`src/rtl/rx_status_sequencer.sv`:
```
// Rx frame sequencer: gates frame admission on free status slots, accumulates
// frame length, and queues late good/bad verdicts into a show-ahead FIFO.
module rx_status_sequencer #(
  parameter int DEPTH       = 4,
  parameter int AW          = 2,
  parameter int LEN_W       = 14,
  parameter int RES_TIMEOUT = 32
) (
  input  logic               rxclk,
  input  logic               reset,
  input  logic               cfg_rx_en,
  input  logic               receiving_frame,
  input  logic [3:0]         bytes_vld,
  input  logic               good_frame_get,
  input  logic               bad_frame_get,
  output logic               recv_enable,
  output logic               stat_valid,
  output logic [LEN_W+1:0]   stat_data,
  input  logic               stat_ack,
  output logic [AW:0]        stat_level,
  output logic [15:0]        good_cnt,
  output logic [15:0]        bad_cnt
);

  localparam int TW = (RES_TIMEOUT > 1) ? $clog2(RES_TIMEOUT) : 1;
  localparam logic [TW-1:0] T_LAST = TW'(RES_TIMEOUT - 1);
  localparam logic [AW:0] FULL_LVL = (AW+1)'(DEPTH);

  typedef enum logic [2:0] {
    DISABLED,
    ARMED,
    FRAME,
    WAIT_RES,
    POST
  } state_t;

  state_t            state;
  logic [LEN_W-1:0]  len;
  logic [TW-1:0]     tcnt;
  logic [AW-1:0]     wr_ptr;
  logic [AW-1:0]     rd_ptr;
  logic [LEN_W+1:0]  mem [DEPTH];

  logic              verdict;
  logic              is_good;
  logic [LEN_W:0]    sum;
  logic [LEN_W-1:0]  len_sat;
  logic [LEN_W-1:0]  len_acc;
  logic              push;
  logic [LEN_W+1:0]  push_word;
  logic              pop;
  logic              full;

  assign verdict    = good_frame_get | bad_frame_get;
  assign is_good    = good_frame_get & ~bad_frame_get;
  assign stat_valid = (stat_level != '0);
  assign stat_data  = mem[rd_ptr];
  assign pop        = stat_valid & stat_ack;
  assign full       = (stat_level == FULL_LVL);

  always_comb begin
    sum       = {1'b0, len} + (LEN_W+1)'(bytes_vld);
    len_sat   = sum[LEN_W] ? '1 : sum[LEN_W-1:0];
    len_acc   = receiving_frame ? len_sat : len;
    push      = 1'b0;
    push_word = '0;
    unique case (state)
      FRAME: begin
        if (verdict) begin
          push      = 1'b1;
          push_word = {1'b0, is_good, len_acc};
        end
      end
      WAIT_RES: begin
        if (verdict) begin
          push      = 1'b1;
          push_word = {1'b0, is_good, len};
        end else if (tcnt == T_LAST) begin
          push      = 1'b1;
          push_word = {1'b1, 1'b0, len};
        end
      end
      default: ;
    endcase
  end

  always_ff @(posedge rxclk or posedge reset) begin
    if (reset) begin
      state       <= DISABLED;
      recv_enable <= 1'b0;
      len         <= '0;
      tcnt        <= '0;
      good_cnt    <= '0;
      bad_cnt     <= '0;
    end else begin
      unique case (state)
        DISABLED: begin
          if (cfg_rx_en && !full) begin
            state       <= ARMED;
            recv_enable <= 1'b1;
          end
        end
        ARMED: begin
          // A starting frame wins over a late disable or full FIFO.
          if (receiving_frame) begin
            state       <= FRAME;
            recv_enable <= 1'b0;
            len         <= len_acc;
          end else if (!cfg_rx_en || full) begin
            state       <= DISABLED;
            recv_enable <= 1'b0;
          end
        end
        FRAME: begin
          if (verdict) begin
            state <= POST;
          end else if (!receiving_frame) begin
            state <= WAIT_RES;
            tcnt  <= '0;
          end else begin
            len <= len_acc;
          end
        end
        WAIT_RES: begin
          if (push) state <= POST;
          else      tcnt  <= tcnt + TW'(1);
        end
        POST: begin
          len <= '0;
          if (!receiving_frame) begin
            if (cfg_rx_en && !full) begin
              state       <= ARMED;
              recv_enable <= 1'b1;
            end else begin
              state <= DISABLED;
            end
          end
        end
        default: begin
          state       <= DISABLED;
          recv_enable <= 1'b0;
        end
      endcase
      if (push) begin
        if (push_word[LEN_W]) begin
          if (good_cnt != 16'hFFFF) good_cnt <= good_cnt + 16'd1;
        end else begin
          if (bad_cnt != 16'hFFFF) bad_cnt <= bad_cnt + 16'd1;
        end
      end
    end
  end

  always_ff @(posedge rxclk or posedge reset) begin
    if (reset) begin
      wr_ptr     <= '0;
      rd_ptr     <= '0;
      stat_level <= '0;
    end else begin
      if (push) wr_ptr <= wr_ptr + AW'(1);
      if (pop)  rd_ptr <= rd_ptr + AW'(1);
      if (push && !pop)      stat_level <= stat_level + (AW+1)'(1);
      else if (pop && !push) stat_level <= stat_level - (AW+1)'(1);
    end
  end

  always_ff @(posedge rxclk) begin
    if (push) mem[wr_ptr] <= push_word;
  end

endmodule
```
`config.mk`:
```
export PLATFORM = sky130hd
export DESIGN_NAME = rx_status_sequencer
export DESIGN_NICKNAME = d
export VERILOG_FILES = /design/src/rtl/rx_status_sequencer.sv
export SDC_FILE = /design/constraint.sdc
export NUM_CORES = 1
export LEC_CHECK = 0
export BUFFER_PORTS_ARGS = -buffer_cell sky130_fd_sc_hd__buf_4
export CELL_PAD_IN_SITES_DETAIL_PLACEMENT = 0
export CELL_PAD_IN_SITES_GLOBAL_PLACEMENT = 1
export CORE_ASPECT_RATIO = 0.9
export CORE_MARGIN = 2
export CORE_UTILIZATION = 25
export CTS_BUF_LIST = sky130_fd_sc_hd__clkbuf_8
export DETAILED_ROUTE_END_ITERATION = 10
export MAX_ROUTING_LAYER = met4
export PLACE_DENSITY_LB_ADDON = 0.08
export SLEW_MARGIN = 20
export SYNTH_ARGS = -nofsm -noshare
export SYNTH_HDL_FRONTEND = slang
export SYNTH_SLANG_ARGS = --single-unit
```
`constraint.sdc`:
```
create_clock -name rxclk -period 3 [get_ports rxclk]
set_input_delay 0.3 -clock rxclk [delete_from_list [all_inputs] [get_ports rxclk]]
set_output_delay 0.3 -clock rxclk [all_outputs]
set_load 0.02 [all_outputs]
```
==> flow_summary.yaml, run 1 <==
clock_network:
  clk_latency_ns: 0.45
  cts_tree: "yes"
  root_buffer: "clkbuf_8"
  clk_path_buf_depth: 2
  ctsHtreeMaxLevel: 4
  cts-buffers-inserted: 17
  clk_transition_reported_paths_ns: 0.08
  cts.sinks: 126
layout:
  nFillCells: 2352
  multi_input_area_sq_um: 2350
  finalNetCount: 585
  area_delta_synth_final_pct: 22.1
  final_layout_size_suffix_gt1_frac: 0.259
  num_antenna_cells: 0
  fin_util: 0.311
  final_cell_area_sq_um: 7280
  regArea_sq_um: 3470
  final_common_cell: "buf_4"
  final_cell_mix: "buf_4, edfxtp_1, dfrtp_1, a21oi_1, nand2_1"
yosys:
  syn-instance-count: 474
  synth_nets: 500
  yosysWarnings: 0
  ys.flop_type: "edfxtp_1"
  synth.avg_cell_area_sq_um: 12.6
  synthMuxAreaShare: 0.0699
  synth_top_family_by_area: "simple AND/OR/NAND/NOR gates"
  ys_seq_area_frac: 0.583
  synth_cell_types: 61
  synthSimpleGateAreaFrac: 0.123
  synth_compound_area_frac: 0.114
  synth_edf_count: 64
  async_reset_ff_frac: 0.492
  synthAdderAreaFrac: 0.0340
  synth_area_sq_um: 5960
  ys_ff_latch: 126
  yosys.area_share.xor_xnor: 0.0529
timing:
  rsz0062_at_grt: "false"
  slew_headroom: 0.481
  hold_viol_final: 0
  fin_setup_tns_ns: 0
  maxSlewViolCount: 0
  min_period_ns: 2.60
  worst_slew_pin_slew_ns: 0.778
  finClkSkew_ns: 0.0129
  max_freq_mhz: 384
  setup_viol: 0
  finalCritPeriodShare: 0.867
critical_path:
  end_kind: "register"
  reg2reg_depth: 8
  required_ns: 3.20
  critPathMaxFanout: 9
  crit_type: "register to register"
  cp.arrival_ns: 2.81
  worst_setup_path_start_kind: "register"
detailed_routing:
  met2_length_um: 6930
  viasPerCell: 4.67
  drt_iter0_markers: 237
  firstDrtPassIters: 6
  wl_met1_um: 7360
  vias: 4084
  drtAntennaViolNets: 0
  top_layer_used: "met4"
  drt_wl_total_um: 15100
  wire_per_inst_um: 17.3
  routed-wl-met3_um: 654
  drc_errors: 0
floorplan:
  fp.dieArea_sq_um: 25100
  rows: 53
  die_w_um: 167
  fp.coreArea_sq_um: 23400
  die_y_um: 150
  num_io_pins: 64
  start_util: 0.255
placed_design:
  post_dp_cell_area_sq_um: 6870
  place.gp.congestion: 0.752
  port_buffers: 63
  dpl.hpwl_um: 10500
global_route:
  grt_overflow: 0
  antenna_found_initial: 0
  grt_start_max_net_pins: 29
  grt_pass1_vias: 4088
  grt_pass1_wl_um: 23900
  grt_use_total: 0.130
worst_hold_path:
  hold_class: "primary input to register"
  hold_depth: 3
outcome:
  outcome: "finished, final reports clean"
flow_run:
  cap_violations: 0
pwr:
  p_per_area_nw_per_um2: 784
  ir_drop_v: 0.000251
  leakagePower_nw: 2.83
[cell usage after synthesis (3+ instances only)]
cell,instances,area (sq um)
xnor2_1,21,184
and4_1,5,43.8
o21a_1,3,22.5
edfxtp_1,64,1920
a21oi_1,38,190
clkbuf_1,8,30.0
a22o_1,3,26.3
ha_1,13,163
nor2b_1,4,25.0
nor4_1,3,18.8
mux2_2,5,56.3
a311oi_1,5,43.8
o21ai_0,26,130
nor2_1,25,93.8
nand3b_1,4,30.0
xor2_1,15,131
inv_1,17,63.8
mux4_2,16,360
a31o_2,4,35.0
nor3_1,4,20.0
nand3_1,18,90.1
and3_1,4,25.0
dfrtp_1,62,1550
o2bb2ai_1,4,35.0
buf_2,5,25.0
or3_1,3,18.8
and2_1,9,56.3
nand4_1,11,68.8
nand2_1,31,116
o21ai_1,3,15.0
[path summary, 6_finish.rpt]
path	startpoint	end	slack (ns)
setup / recovery	len[0]$_DFFE_PP0P_	mem[2][11]$_DFFE_PP_	0.40
setup reg to reg	len[0]$_DFFE_PP0P_	mem[2][11]$_DFFE_PP_	0.40
hold reg to reg	bad_cnt[15]$_DFFE_PP0P_	bad_cnt[15]$_DFFE_PP0P_	0.50
min in group asynchronous	reset	good_cnt[1]$_DFFE_PP0P_	0.50
hold / removal	stat_ack	rd_ptr[1]$_DFFE_PP0P_	0.15
max in group asynchronous	reset	tcnt[4]$_DFFE_PP0P_	1.74
[state kept, by name, summed over array words and instances (netlist names)]
name	flops
good_cnt	16
wr_ptr	2
rd_ptr	2
len	14
bad_cnt	16
tcnt	5
state	3
recv_enable	1
stat_level	3
mem	64
[final cells by class]
type / instances / area share
Timing Repair Buffer: 82 / 0.0850
Clock buffer: 17 / 0.0322
Tap cell: 302 / 0.0519
Clock inverter: 15 / 0.0220
Inverter: 17 / 0.00877
Multi-Input combinational cell: 315 / 0.323
Sequential cell: 126 / 0.477
[report_power, final]
group | switching [mW] | internal [mW] | leakage, nW
sequential | 0.221 | 2.06 | 1.40
clock | 0.757 | 0.750 | 0.198
combinational | 1.07 | 0.846 | 1.24
total | 2.05 | 3.66 | 2.83
[per-layer routing]
metal,GRT usage,vias up
li1,-,1956
met1,0.173,2035
met2,0.195,84
met3,0.0329,9
met4,0.0414,0
met5,-,-
[through the flow]
stage / setup WS (ns) / hold slack [ns] / power (mW) / std cells
6_report: 0.398 / 0.149 / 5.71 / 874
5_1_grt: 0.208 / 0.146 / 6.09 / 874
4_1_cts: 0.413 / 0.124 / 5.83 / 874
3_5_place_dp: 0.408 / 0.447 / 4.29 / 841
3_3_place_gp: 0.494 / 0.428 / 4.28 / 841
2_1_floorplan: 0.547 / 0.460 / 3.54 / 474
[critical path: stages (launching register included)]
cell	delay, ns
dfrtp_1	0.37
ha_1	0.22
fa_1	0.23
nand3_1	0.14
a211oi_2	0.54
and2_1	0.24
buf_4	0.18
a21oi_1	0.05
o2bb2ai_1	0.39
[kinds of logic (layout without fill, tap and decap cells)]
group,after synthesis,in the layout
AO/OA/AOI/OAI,107,107
XOR/XNOR,36,36
adder cells (fa/ha/maj),15,15
buffers and inverters,33,131
flip-flops,126,126
multiplexers,21,21
AND/OR/NAND/NOR,136,136
[what timing repair did]
| action | 4_1_cts | 5_1_grt |
|---|---|---|
| setup buffers | 0 | 0 |
| endpoints found under the hold margin | 26 | 0 |
| hold buffers | 1 | 0 |
| setup endpoints to repair | 0 | 0 |
| resized for setup | 0 | 0 |
No activity file was read; power rests on OpenSTA's default activity.
==> inputs of run 2 (changes only) <==
--- a/config.mk
+++ b/config.mk
@@ -6,10 +6,9 @@
 export NUM_CORES = 1
 export LEC_CHECK = 0
 export BUFFER_PORTS_ARGS = -buffer_cell sky130_fd_sc_hd__buf_4
-export CELL_PAD_IN_SITES_DETAIL_PLACEMENT = 0
-export CELL_PAD_IN_SITES_GLOBAL_PLACEMENT = 1
+export CELL_PAD_IN_SITES_DETAIL_PLACEMENT = 2
+export CELL_PAD_IN_SITES_GLOBAL_PLACEMENT = 2
 export CORE_ASPECT_RATIO = 0.9
-export CORE_MARGIN = 2
 export CORE_UTILIZATION = 25
 export CTS_BUF_LIST = sky130_fd_sc_hd__clkbuf_8
 export DETAILED_ROUTE_END_ITERATION = 10
==> flow_summary.yaml, run 2 (same netlist as run 1, synthesis figures left out) <==
critical_path:
  critPathMaxFanout: 17
  required_ns: 3.15
  cp.arrival_ns: 2.95
  worst_setup_path_start_kind: "register"
  crit_type: "register to register"
  end_kind: "register"
pwr:
  leakagePower_nw: 2.82
  ir_drop_v: 0.000253
  p_per_area_nw_per_um2: 789
flow_run:
  cap_violations: 0
floorplan:
  die_w_um: 165
  start_util: 0.255
  die_y_um: 148
  fp.dieArea_sq_um: 24500
  num_io_pins: 64
  fp.coreArea_sq_um: 23400
  rows: 53
layout:
  final_layout_size_suffix_gt1_frac: 0.246
  fin_util: 0.309
  final_common_cell: "buf_4"
  final_cells: 871
  num_antenna_cells: 0
  largest_reg_flops: 64
  top_regs: "mem: 64 flops, bad_cnt: 16 flops, good_cnt: 16 flops"
  area_delta_synth_final_pct: 21.5
  finalNetCount: 582
  final_cell_mix: "buf_4, edfxtp_1, dfrtp_1, a21oi_1, nand2_1"
  regMostFlops: "mem"
timing:
  maxSlewViolCount: 0
  min_period_ns: 2.80
  fin_setup_tns_ns: 0
  worst_slew_pin_slew_ns: 0.905
  finalCritPeriodShare: 0.933
  finClkSkew_ns: 0.0158
  setup_viol: 0
  hold_viol_final: 0
  rsz0062_at_grt: "false"
  max_freq_mhz: 357
  slew_headroom: 0.391
clock_network:
  root_buffer: "clkbuf_8"
  clk_latency_ns: 0.44
  cts-buffers-inserted: 17
  clk_transition_reported_paths_ns: 0.08
  post-cts-setup-buffer-count: 0
  clk_path_buf_depth: 2
  cts.sinks: 126
  ctsHtreeMaxLevel: 4
  cts_tree: "yes"
outcome:
  outcome: "finished, final reports clean"
global_route:
  busiest_layer: "met2"
  use_met1: 0.201
  grt_use_total: 0.149
  met3_usage: 0.0335
  grt_pass1_vias: 4615
  grtUsageMet2: 0.227
  grt_overflow: 0
  grt_pass1_wl_um: 26700
  antenna_found_initial: 0
  grt_start_max_net_pins: 28
placed_design:
  dp_cells: 838
  dpl.hpwl_um: 11500
  port_buffers: 63
  place.gp.congestion: 0.725
detailed_routing:
  firstDrtPassIters: 4
  drtAntennaViolNets: 0
  drt_wl_total_um: 16500
  viasPerCell: 4.83
  drt_iter0_markers: 125
  drc_errors: 0
  wire_per_inst_um: 18.9
  vias: 4203
worst_hold_path:
  hold_class: "primary input to register"
==> run 2: changes by cell type in the layout (fill, tap and decap cells not counted) <==
cell / delta
a211oi_2: -1
a211oi_4: +1
buf_4: -3
clkinv_1: +1
clkinv_2: -3
clkinv_4: +2
clkinvlp_4: -1
inv_1: +3
inv_8: -2
nor4bb_1: +1
nor4bb_2: -1
o21ai_0: -1
o21ai_1: +1
==> run 2: layout make-up <==
| cell class | instances | area, sq um |
|---|---|---|
| clock buffer | 17 | 234 |
| clock inverter | 15 | 148 |
| fill | 2517 | 16200 |
| inverter | 17 | 63.8 |
| multi-input combinational | 315 | 2350 |
| sequential | 126 | 3470 |
| tap | 302 | 378 |
| timing repair buffer | 79 | 596 |
==> run 2: final timing paths <==
path,startpoint,end,slack (ns),cells past startpoint
setup / recovery,len[0]$_DFFE_PP0P_,mem[0][1]$_DFFE_PP_,0.20,8
hold / removal,stat_ack,rd_ptr[1]$_DFFE_PP0P_,0.18,3
setup reg to reg,len[0]$_DFFE_PP0P_,mem[0][1]$_DFFE_PP_,0.20,8
hold reg to reg,bad_cnt[8]$_DFFE_PP0P_,bad_cnt[8]$_DFFE_PP0P_,0.50,1
max in group asynchronous,reset,bad_cnt[5]$_DFFE_PP0P_,1.74,4
min in group asynchronous,reset,bad_cnt[3]$_DFFE_PP0P_,0.52,3
==> run 2: critical path: stages (launching register included) <==
cell      delay (ns)
dfrtp_1         0.37
ha_1            0.21
fa_1            0.24
nand3_1         0.17
a211oi_4        0.47
and2_1          0.19
buf_4           0.24
a21oi_1         0.06
o21ai_0         0.56
==> run 2: routing by layer <==
metal	share of wire	vias up	routed length, um
met4	0.0084	0	138
met3	0.031	9	512
met2	0.47	56	7770
li1	-	1943	-
met5	0	-	0
met1	0.49	2195	8050
==> run 2: timing repair <==
| action | 4_1_cts | 5_1_grt |
|---|---|---|
| endpoints found under the setup margin | 0 | 12 |
| endpoints found under the hold margin | 25 | 0 |
| resized for setup | 0 | 2 |
| hold buffers | 1 | 0 |
==> run 2: per-stage QoR <==
| stage | setup WS [ns] | hold WS [ns] | instance area [sq um] | total power, mW |
|---|---|---|---|---|
| 4_1_cts | 0.106 | 0.146 | 7230 | 5.84 |
| 6_report | 0.202 | 0.182 | 7240 | 5.71 |
| 3_5_place_dp | 0.123 | 0.462 | 6840 | 4.32 |
| 3_3_place_gp | 0.186 | 0.460 | 6840 | 4.27 |
| 2_1_floorplan | 0.547 | 0.460 | 5960 | 3.54 |
| 5_1_grt | 0.0477 | 0.177 | 7240 | 6.10 |
==> run 2: power by group <==
part	internal, mW	total (mW)	switching [mW]	leakage, nW
sequential	2.06	2.31	0.248	1.40
combinational	0.838	1.93	1.09	1.22
clock	0.736	1.48	0.739	0.200
total	3.63	5.71	2.08	2.82
==> inputs of run 3 (changes only) <==
--- a/config.mk
+++ b/config.mk
@@ -14,6 +14,7 @@
 export DETAILED_ROUTE_END_ITERATION = 10
 export MAX_ROUTING_LAYER = met4
 export PLACE_DENSITY_LB_ADDON = 0.08
+export SETUP_SLACK_MARGIN = 0.5
 export SLEW_MARGIN = 20
 export SYNTH_ARGS = -nofsm -noshare
 export SYNTH_HDL_FRONTEND = slang
==> constraint.sdc (replaced) <==
create_clock -name rxclk -period 2.48 [get_ports rxclk]
set_input_delay 0.248 -clock rxclk [delete_from_list [all_inputs] [get_ports rxclk]]
set_output_delay 0.248 -clock rxclk [all_outputs]
set_load 0.02 [all_outputs]
==> flow_summary.yaml, run 3 (same netlist as run 1, synthesis figures left out) <==
global_route:
  grt_pass1_vias: 5089
  grt_use_total: 0.164
  grt_overflow: 0
  antenna_found_initial: 0
  grt_start_max_net_pins: 63
  grt_pass1_wl_um: 29000
critical_path:
  cp.arrival_ns: 2.53
  crit_family: "adder cells"
  timing.rr.end: "stat_level[2]$_DFFE_PP0P_"
  crit_type: "register to register"
  cpMostUsedCell: "ha_4"
  reg2reg_depth: 11
  end_kind: "register"
  r2r_start: "tcnt[0]$_DFFE_PP0P_"
  r2r_setup_slack_ns: 0.32
  cp_cell_sequence: "ha_4 > and3_4 > ha_4 > nand2_4 > a21oi_4 > ha_4 > inv_2 > fa_2 > xor2_1 > nor2_1 > xnor2_1"
  cp-endpoint: "stat_level[2]$_DFFE_PP0P_"
  max_stage_delay_ns: 0.40
  crit_cells: 11
  crit_buf_inv: 1
  required_ns: 2.86
  critPathMaxFanout: 3
  worst_setup_path_start_kind: "register"
  startpoint: "tcnt[0]$_DFFE_PP0P_"
  cp_slowest_cell: "dfrtp_1"
layout:
  final_cell_area_sq_um: 8990
  final_layout_size_suffix_gt1_frac: 0.509
  final_common_cell: "buf_4"
  area_delta_synth_final_pct: 50.8
  num_antenna_cells: 0
  top_regs: "mem: 64 flops, bad_cnt: 16 flops, good_cnt: 16 flops"
  fin_util: 0.384
  largest_reg_flops: 64
  finalNetCount: 651
  regMostFlops: "mem"
  final_cell_mix: "buf_4, edfxtp_1, dfrtp_1, buf_6, nand2_1"
  final_cells: 940
clock_network:
  cts-buffers-inserted: 17
  clk_path_buf_depth: 2
  cts.sinks: 126
  root_buffer: "clkbuf_8"
  clk_transition_reported_paths_ns: 0.09
  clk_latency_ns: 0.46
  cts_tree: "yes"
  ctsHtreeMaxLevel: 4
detailed_routing:
  vias: 4542
  drc_errors: 0
  drt_wl_total_um: 19200
  wire_per_inst_um: 20.4
  viasPerCell: 4.83
  drtAntennaViolNets: 0
  drt_iter0_markers: 144
  firstDrtPassIters: 4
timing:
  finalCritPeriodShare: 0.870
  min_period_ns: 2.16
  max_freq_mhz: 463
  rsz0062_at_grt: "true"
  finClkSkew_ns: 0.0105
  fin_setup_tns_ns: 0
  hold_viol_final: 0
  worst_slew_pin_slew_ns: 0.623
  setup_viol: 0
  slew_headroom: 0.581
  maxSlewViolCount: 0
floorplan:
  die_y_um: 148
  fp.coreArea_sq_um: 23400
  start_util: 0.255
  die_w_um: 165
  num_io_pins: 64
  fp.dieArea_sq_um: 24500
  rows: 53
placed_design:
  place.gp.congestion: 0.731
  dpl.hpwl_um: 11600
  port_buffers: 63
  dp_cells: 855
  post_dp_cell_area_sq_um: 7200
outcome:
  outcome: "finished, final reports clean"
pwr:
  ir_drop_v: 0.000357
  leakagePower_nw: 3.57
  p_per_area_nw_per_um2: 912
  finalPower_mw: 8.20
flow_run:
  cap_violations: 0
worst_hold_path:
  hold_depth: 3
  hold_class: "primary input to register"
-- run 3: changes by cell type in the layout (fill, tap and decap cells not counted), sizes merged --
cell / delta
buf: +64
clkinv: -2
bufinv: +1
clkinvlp: +1
clkbuf: +5
-- run 3: how the worst min path moves through the flow --
stage / slack (ns) / start / end
2_1_floorplan: 0.41 / receiving_frame / tcnt[3]$_DFFE_PP0P_
3_3_place_gp: 0.37 / reset / good_cnt[7]$_DFFE_PP0P_
3_5_place_dp: 0.38 / reset / good_cnt[6]$_DFFE_PP0P_
4_1_cts: 0.06 / stat_ack / rd_ptr[1]$_DFFE_PP0P_
5_1_grt: 0.10 / stat_ack / rd_ptr[1]$_DFFE_PP0P_
6_report: 0.09 / stat_ack / rd_ptr[1]$_DFFE_PP0P_
-- run 3: cell type report --
class | instances | area (sq um)
inverter | 17 | 67.6
fill | 2353 | 14400
clock buffer | 17 | 234
multi-input combinational | 315 | 3190
clock inverter | 15 | 184
timing repair buffer | 148 | 1460
tap | 302 | 378
sequential | 126 | 3480
-- run 3: routing by layer --
| metal | GRT usage | part of all wire | vias to the layer above |
|---|---|---|---|
| li1 | - | - | 2084 |
| met3 | 0.0315 | 0.021 | 18 |
| met1 | 0.204 | 0.47 | 2389 |
| met4 | 0.0505 | 0.013 | 0 |
| met5 | - | 0 | - |
| met2 | 0.267 | 0.50 | 51 |
-- run 3: report_power, final --
group / internal, mW / leakage, nW / switching [mW]
combinational: 1.68 / 1.96 / 1.72
sequential: 2.49 / 1.40 / 0.309
clock: 1.01 / 0.215 / 0.982
total: 5.19 / 3.57 / 3.01
-- run 3: stage by stage --
step	setup slack (ns)	hold slack (ns)
finish	0.322	0.0940
detailed placement	-0.0233	0.383
global route	0.212	0.105
global placement	0.0453	0.369
floorplan	0.326	0.408
CTS	0.301	0.0594
-- run 3: tightest hold or removal path, stage by stage --
cell and delay [ns]:
buf_4 0.13, nand3_1 0.08, xnor2_1 0.06
-- run 3: repair_timing --
action | in CTS | in global routing
pin swaps | 44 | 29
endpoints found under the hold margin | 62 | 0
gates cloned | 2 | 5
hold buffers | 1 | 0
setup endpoints to repair | 183 | 178
gates resized for setup | 118 | 68
buffers inserted | 31 | 14
